==> config.mk <==
export PLATFORM = sky130hd
export DESIGN_NAME = safety_island_boot_ctrl
export DESIGN_NICKNAME = d
export VERILOG_FILES = /design/src/rtl/safety_island_boot_ctrl.sv
export SDC_FILE = /design/constraint.sdc
export NUM_CORES = 1
export LEC_CHECK = 0
export CAP_MARGIN = 10
export CORE_MARGIN = 3
export CORE_UTILIZATION = 30
export DETAILED_ROUTE_END_ITERATION = 10
export PLACE_DENSITY = 0.52
export SYNTH_ARGS = -nofsm -noshare
export SYNTH_HDL_FRONTEND = slang
export SYNTH_SLANG_ARGS = --single-unit
==> constraint.sdc <==
create_clock -name clk_i -period 6 [get_ports clk_i]
set_clock_uncertainty 0.15 [all_clocks]
set_input_delay 0.9 -clock clk_i [delete_from_list [all_inputs] [get_ports clk_i]]
set_output_delay 0.9 -clock clk_i [all_outputs]
set_load 0.01 [all_outputs]
==> src/rtl/safety_island_boot_ctrl.sv <==
// Boot sequencer for the safety-island core: holds the core in reset, then releases it
// to the boot ROM (Jtag) or to a host-preloaded image after validating its boot address.
module safety_island_boot_ctrl #(
  parameter int unsigned CoreRstCycles  = 8,
  parameter logic [31:0] PreloadTimeout = 32'd65536,
  parameter logic [31:0] JtagBootAddr   = 32'h0000_1080,
  parameter logic [31:0] MemStart       = 32'h0001_0000,
  parameter logic [31:0] MemEnd         = 32'h0003_0000
) (
  input  logic        clk_i,
  input  logic        rst_ni,
  input  logic [1:0]  bootmode_i,
  input  logic        fetch_en_i,
  input  logic [31:0] boot_addr_i,
  input  logic        preload_done_i,
  input  logic        sw_rst_req_i,
  output logic        core_rst_no,
  output logic        core_fetch_en_o,
  output logic [31:0] core_boot_addr_o,
  output logic [2:0]  state_o,
  output logic        err_o,
  output logic [1:0]  err_code_o
);

  typedef enum logic [2:0] {
    RST_HOLD     = 3'd0,
    SAMPLE       = 3'd1,
    WAIT_PRELOAD = 3'd2,
    CHECK        = 3'd3,
    RUN          = 3'd4,
    ERROR        = 3'd5
  } state_e;

  localparam logic [1:0]  BootPreloaded = 2'b01;
  localparam logic [31:0] RstLast       = 32'(CoreRstCycles - 1);
  localparam logic [31:0] TimeoutLast   = PreloadTimeout - 32'd1;

  state_e      state_q, state_d;
  logic [31:0] cnt_q, cnt_d;
  logic [31:0] addr_d;
  logic        err_d;
  logic [1:0]  code_d;

  always_comb begin
    state_d = state_q;
    cnt_d   = cnt_q;
    addr_d  = core_boot_addr_o;
    err_d   = err_o;
    code_d  = err_code_o;
    // A software restart overrides everything except an ongoing reset hold.
    if (sw_rst_req_i && (state_q != RST_HOLD)) begin
      state_d = RST_HOLD;
      err_d   = 1'b0;
      code_d  = 2'd0;
    end else begin
      case (state_q)
        RST_HOLD: begin
          if (cnt_q == RstLast) state_d = SAMPLE;
          else                  cnt_d   = cnt_q + 32'd1;
        end
        SAMPLE: begin
          if (bootmode_i == BootPreloaded) begin
            state_d = WAIT_PRELOAD;
          end else begin
            state_d = RUN;
            addr_d  = JtagBootAddr;
          end
        end
        WAIT_PRELOAD: begin
          if (preload_done_i && fetch_en_i) begin
            state_d = CHECK;
          end else if ((PreloadTimeout != 32'd0) && (cnt_q == TimeoutLast)) begin
            state_d = ERROR;
            err_d   = 1'b1;
            code_d  = 2'd1;
          end else begin
            cnt_d = cnt_q + 32'd1;
          end
        end
        CHECK: begin
          if (boot_addr_i[1:0] != 2'b00) begin
            state_d = ERROR;
            err_d   = 1'b1;
            code_d  = 2'd2;
          end else if ((boot_addr_i < MemStart) || (boot_addr_i >= MemEnd)) begin
            state_d = ERROR;
            err_d   = 1'b1;
            code_d  = 2'd3;
          end else begin
            state_d = RUN;
            addr_d  = boot_addr_i;
          end
        end
        RUN, ERROR: begin
          state_d = state_q;
        end
        default: state_d = RST_HOLD;
      endcase
    end
    if (state_d != state_q) cnt_d = '0;
  end

  // Outputs are decoded from next_state so they change together with the state flop.
  always_ff @(posedge clk_i or negedge rst_ni) begin
    if (!rst_ni) begin
      state_q          <= RST_HOLD;
      cnt_q            <= '0;
      core_rst_no      <= 1'b0;
      core_fetch_en_o  <= 1'b0;
      core_boot_addr_o <= JtagBootAddr;
      err_o            <= 1'b0;
      err_code_o       <= 2'd0;
    end else begin
      state_q          <= state_d;
      cnt_q            <= cnt_d;
      core_rst_no      <= !((state_d == RST_HOLD) || (state_d == ERROR));
      core_fetch_en_o  <= (state_d == RUN);
      core_boot_addr_o <= addr_d;
      err_o            <= err_d;
      err_code_o       <= code_d;
    end
  end

  assign state_o = state_q;

endmodule

# Word-level counts from Yosys, hierarchy flattened
# Index checks and enable logic that the tools add are counted.
totals:
  out_inout_bits: 40
  register_bits: 72
op_classes:
  mux: 30
  eq_ne: 21
  n_reduce_logical: 16
  n_lt_le_gt_ge: 2
  bitwise: 1
  addsub: 1
ops:
  columns: ["op", "n"]
  rows:
  - ["32-bit 2-to-1 mux", 8]
  - ["32-bit case mux with 2 select lines", 2]
  - ["32-bit by 1-bit adder with 32-bit output, second input constant", 1]
  - ["32-bit by 16-bit equality test with 1-bit output, second input constant", 1]
  - ["32-bit by 3-bit equality test with 1-bit output, second input constant", 1]
  - ["32-bit by 18-bit >= comparator with 1-bit output, second input constant", 1]
  - ["32-bit by 17-bit < comparator with 1-bit output, second input constant", 1]
  - ["3-bit 2-to-1 mux", 5]
  - ["3-bit != test, second input constant", 5]
  - ["3-bit case mux with 5 select lines", 1]
  - ["3-bit equality test, second input constant", 4]
  - ["2-bit 2-to-1 mux", 5]
  - ["5-bit AND reduction", 2]
  - ["3-bit nonzero test", 3]
  - ["1-bit 2-to-1 mux", 7]
  - ["3-bit by 2-bit equality test with 1-bit output, second input constant", 2]
  - ["3-bit zero test", 2]
  - ["2-bit != test, second input constant", 3]
  - ["4-bit != test, second input constant", 1]
  - ["2-bit case mux with 2 select lines", 1]
  - ["4-bit AND reduction", 1]
  - ["2-bit nonzero test", 2]
  - ["3-bit by 1-bit equality test with 1-bit output, second input constant", 1]
  - ["3-bit != test", 1]
  - ["8 further kinds", 10]

# Longest topological paths before layout
depth:
  word_depth: 9
  depth_mapped: 10
  depth_no_buf: 7

# Least setup slack after synthesis
# OpenSTA, ideal clock, no wires.
synth_path:
  path_type: "in2reg"
  from: "in boot_addr_i[20]"
  to: "reg core_boot_addr_o[10]"
  stages: 6
  arrival_ns: 2.457
  path_buffers: 1
  setup_slack_ns: 3.327
  t_required_ns: 5.784
  setup_time_ns: 0.066
  cell_sequence: "nor4_1 > and3_1 > nand4_1 > nor3_1 > clkbuf_1 > a22o_1"
synth_via:
  elab_chain_len: 4
  word_cells_on_any_way: 5
  cone_classes: "2 x order compare; 1 x eq/ne; 2 x reduce/logical"
synth_rtl:
  columns: ["element", "line_no", "text"]
  rows:
  - ["start, declared", "14", "input logic [31:0] boot_addr_i,"]
  - ["32-bit by 17-bit < comparator with 1-bit output or 32-bit by 18-bit >= comparator with 1-bit output (tied branches)", "85", "end else if ((boot_addr_i < MemStart) || (boot_addr_i >= MemEnd)) begin"]
  - ["1-bit logical OR *", "85", null]
  - ["2-bit != test (no source line) *", null, null]
  - ["5-bit AND reduction (no source line) *", null, null]
  - ["end signal, assigned", "110", "core_boot_addr_o <= JtagBootAddr;"]
  - ["end signal, assigned", "118", "core_boot_addr_o <= addr_d;"]
  - ["end, declared", "19", "output logic [31:0] core_boot_addr_o,"]
# Mark *: on every way between the ends. The rest lies on a longest branch, timed or not.
# A chain may end at the register's enable or synchronous reset.

# Final worst setup path
layout_path:
  from: "reg cnt_q[10]"
  to: "reg cnt_q[25]"
layout_via:
  elab_chain_len: 8
  word_cells_on_any_way: 21
  cone_classes: "1 x add/sub; 7 x eq/ne; 11 x mux; 2 x reduce/logical"
layout_rtl:
  columns: ["element", "line_no", "text"]
  rows:
  - ["start, declared", "39", "logic [31:0] cnt_q, cnt_d;"]
  - ["start signal, assigned", "115", "cnt_q <= cnt_d;"]
  - ["parallel branches: the longest is 8 deep, another holds 32-bit by 1-bit adder with 32-bit output", null, null]
# Parallel ways; which one is timed is not known. The select of a mux whose other input is x is not followed.

==> results.md <==
Status:
- The run finished with clean final reports.

Logic synthesis:
- The synthesized flop and latch total is around 70.
- After technology mapping, the gate count stands at ~350.
- Among all flip-flop cells after synthesis, the most frequent one is sky130_fd_sc_hd__dfrtp_1.
- In the synthesized netlist the async set-or-reset flop fraction comes to 100%.
- The mapped netlist covers approximately 3500 sq um.
- The average instance in the mapped netlist occupies between 10 and 15 sq um.
- The number of warnings printed during yosys synthesis is 0.
- Counting flops with a built-in enable in the synthesized netlist gives 0.
- Sequential cells were found to cover about half of the synthesized design area.
- The count of cell types in the netlist is 57.
- The net count of the mapped netlist is around 390.

Clocking:
- Counting the buffers created by CTS gives 9.
- After clock tree synthesis, the setup repair step added 0 buffers.
- CTS saw 72 sinks.
- The clock tree root driver cell is sky130_fd_sc_hd__clkbuf_16.
- The longest clock path from root to sink contains 2 buffers.
- The clock latency of the later-clocked register in the worst-skew pair is roughly 330 ps.
- The number of cells upsized or downsized after cts is 0.
- The TritonCTS clock tree is yes.
- The number of buffers inserted by hold repair at cts is 0.
- The clock input transition at the sequential cells of the worst setup and hold paths is 60 ps.
- The H-tree was split into 3 levels.

Job:
- The tool flagged a number of max-cap violations equal to 0.

Final layout:
- The count of nets after finishing is approximately 460.
- The area growth from synthesis to final layout is 32.4%.
- Of the cells placed in the final design, the portion with a size suffix greater than 1 is 7.31%.
- Once layout is complete, the utilization of the core stands at 41.6%.
- Counting the fill cells in the layout gives approximately 1100.
- The count of cells in the finished layout, fillers not included, comes to around 560.
- The repair_antennas step left the layout with diodes totalling 0.

Timing:
- The worst relative slew slack is between 20% and 30%.
- The worst hold slack across all endpoints is roughly 330 ps.
- The worst path uses approximately 58% of the clock period.
- Setup violations remaining at the end of the flow were counted as 0.
- Setup repair after global routing left no endpoint under its margin.
- In the final timing run, aggregate negative setup slack is 0 ps.
- The fmax is between 200 and 300 MHz.
- For the pin with the worst max-slew slack, the measured transition is around 1100 ps.
- The number of failing hold endpoints at the final stage is 0.
- The clock period could shrink to between 3000 and 4000 ps.
- The count of pins over their slew limit was 0.

Power and ir drop:
- Power comes to 0.00134 W.
- IR analysis of the VDD net gives a maximum drop of 160 uV.
- Summed over all cells, the static leakage comes to 1.96 nW.
- The total power per unit cell area is about 290 nW/um^2.

Global route:
- The number of antenna violations at the first check in global routing is 0.
- The first global-routing pass estimated approximately 15000 um of wire.
- The via count of the first global-routing pass is 2853.
- For this run the aggregate overflow at the end of global routing stands at 0.
- The pin count of the biggest net entering global routing is 73.
- The total routing usage reported by global routing is around 15%.

Worst hold path:
- The path category of the worst min-delay check is flop to flop.
- In this run the most critical hold path is launched from core_boot_addr_o[22]$_DFFE_PN0P_.
- Along the worst hold path, the cell count comes to 1.
- The worst min-delay path endpoint is core_boot_addr_o[22]$_DFFE_PN0P_.

Drt:
- The final routed wire length divided by cell count is 15.9 um.
- After detailed routing, the number of vias per cell comes to ~5.1.
- The routed layout has roughly 2900 vias.
- The number of DRC markers after the initial detailed-route iteration is 150.
- The routed wire length is 8990 um.
- The post-route DRC violation count is 0.
- In this run the remaining antenna-violating nets after routing total 0.
- The number of iterations in the first detailed-routing pass is 5.

Critical path:
- The category of the worst setup path capture point is a flop.
- The data required time of the critical path is between 6000 and 7000 ps.
- In this run the critical register-to-register path is launched from cnt_q[10]$_DFFE_PN0P_.
- In this run the critical register-to-register path is captured at cnt_q[25]$_DFFE_PN0P_.
- The flop-to-flop setup slack is roughly 2500 ps.
- Data on the critical path arrives at its endpoint at roughly 3500 ps.
- The top fanout value on the critical path is 32.
- The worst setup path is launched from a flop.
- The start-to-end type of the worst setup path is flop to flop.
- The cell count of the worst reg-to-reg path is 6.

Die:
- The floorplan step defined a die boundary enclosing ~13000 sq um.
- The floorplan step defined a core boundary enclosing roughly 11000 sq um.
- In this run the core area contains 38 standard-cell rows.
- The die is about 110 um wide.
- The die is 114 um tall.
- In this run the count of I/O pins placed on the die edge is about 80.
- The initial core utilization is between 30% and 40%.

Place:
- The HPWL after detailed placement is between 6000 and 7000 um.
- The number of port buffers is 78.
- The congestion estimate from routability-driven global placement came to ~0.84.
- The placed cell count is 548.
synth_stat cells (all sizes together), types with 2 or more instances:
cell	instances	share of area, %
inv	10	1.1
o21ai	9	1.4
a22oi	2	0.43
or3	8	1.4
a31oi	3	0.54
a21oi	26	4.3
nand3	13	1.9
clkbuf	10	1.1
nand2	25	2.7
dfstp	2	1.5
a22o	14	3.5
nand2b	3	0.54
and3	5	0.89
nand4	10	2.0
nor2b	2	0.36
buf	7	1.8
dfrtp	70	50
or4	8	1.7
xnor2	10	2.5
a211o	2	0.50
a21o	3	0.64
and2	20	3.6
o31ai	8	1.7
nand3b	2	0.43
nor2	33	3.5
nor3	4	0.57
nor4	12	2.8
xor2	6	1.5
layout make-up:
cell class | count | area (sq um) | area share, %
timing repair buffer | 78 | 778 | 16.8
clock buffer | 15 | 268 | 5.78
multi-input combinational | 248 | 1560 | 33.8
clock inverter | 1 | 5.00 | 0.108
tap | 140 | 175 | 3.78
inverter | 10 | 37.5 | 0.810
sequential | 72 | 1800 | 39.0
per-layer routing:
layer / GRT usage [%] / wire [um] / up-vias
met1: 20.3 / 4040 / 1375
met2: 21.7 / 4260 / 78
li1: - / - / 1397
met3: 5.62 / 595 / 7
met4: 3.17 / 105 / 0
met5: 0 / 0 / -
cell usage in the layout (no fill, tap or decap), drive strengths merged, types with 2 or more instances in the layout:
master	instances
clkdlybuf4s50	77
dfrtp	70
nor2	33
a21oi	26
nand2	25
and2	20
clkbuf	15
a22o	14
nand3	13
nor4	12
inv	10
xnor2	10
nand4	10
o21ai	9
or4	8
or3	8
o31ai	8
xor2	6
and3	5
nor3	4
nand2b	3
a31oi	3
a21o	3
nor2b	2
a211o	2
a22oi	2
nand3b	2
dfstp	2
critical path, cell delays in order, from the launching register on:
cell and delay (ps):
sky130_fd_sc_hd__dfrtp_1 430, sky130_fd_sc_hd__or4_1 530, sky130_fd_sc_hd__nor4_1 320, sky130_fd_sc_hd__a32o_2 280, sky130_fd_sc_hd__and2_1 720, sky130_fd_sc_hd__o32a_2 740, sky130_fd_sc_hd__nor2_1 110
how the worst max path moves through the flow:
stage                               start                               end  slack (ps)  depth (start not counted)
global route         cnt_q[0]$_DFFE_PN0P_             cnt_q[29]$_DFFE_PN0P_        2200                          7
global placement          boot_addr_i[30]         err_code_o[0]$_DFFE_PN0P_        2400                          7
floorplan                 boot_addr_i[20]  core_boot_addr_o[10]$_DFFE_PN0P_        3330                          6
detailed placement           sw_rst_req_i             cnt_q[19]$_DFFE_PN0P_        2320                          7
finish              cnt_q[10]$_DFFE_PN0P_             cnt_q[25]$_DFFE_PN0P_        2520                          6
CTS                 cnt_q[10]$_DFFE_PN0P_             cnt_q[25]$_DFFE_PN0P_        2480                          6
sequential cells by signal (all words and copies together) (netlist names):
| register | cells |
|---|---|
| err_code_o | 2 |
| core_boot_addr_o | 32 |
| core_rst_no | 1 |
| core_fetch_en_o | 1 |
| cnt_q | 32 |
| err_o | 1 |
| state_o | 3 |
metrics by stage:
step	setup slack, ps	instance area [sq um]
after floorplan	3330	3500
after global placement	2400	4360
after detailed placement	2320	4360
after CTS	2480	4630
after global routing	2200	4630
final	2520	4630
power breakdown:
part	leakage (nW)	internal, W	total [W]	switching [W]
logic	0.833	0.000116	0.000294	0.000177
registers	0.991	0.000518	0.000555	0.0000363
clock network	0.134	0.000302	0.000493	0.000191
kinds of logic after synthesis:
family	count (synthesis)	synth area share (%)
and+or+nand+nor	152	24.0
AOI/OAI and AO/OA	78	15.9
DFF	72	51.6
buffers and inverters	27	3.90
xor gates and xnor gates	16	4.00
muxes	1	0.322
adders and majority gates	1	0.357
(Power assumes the default switching activity.)
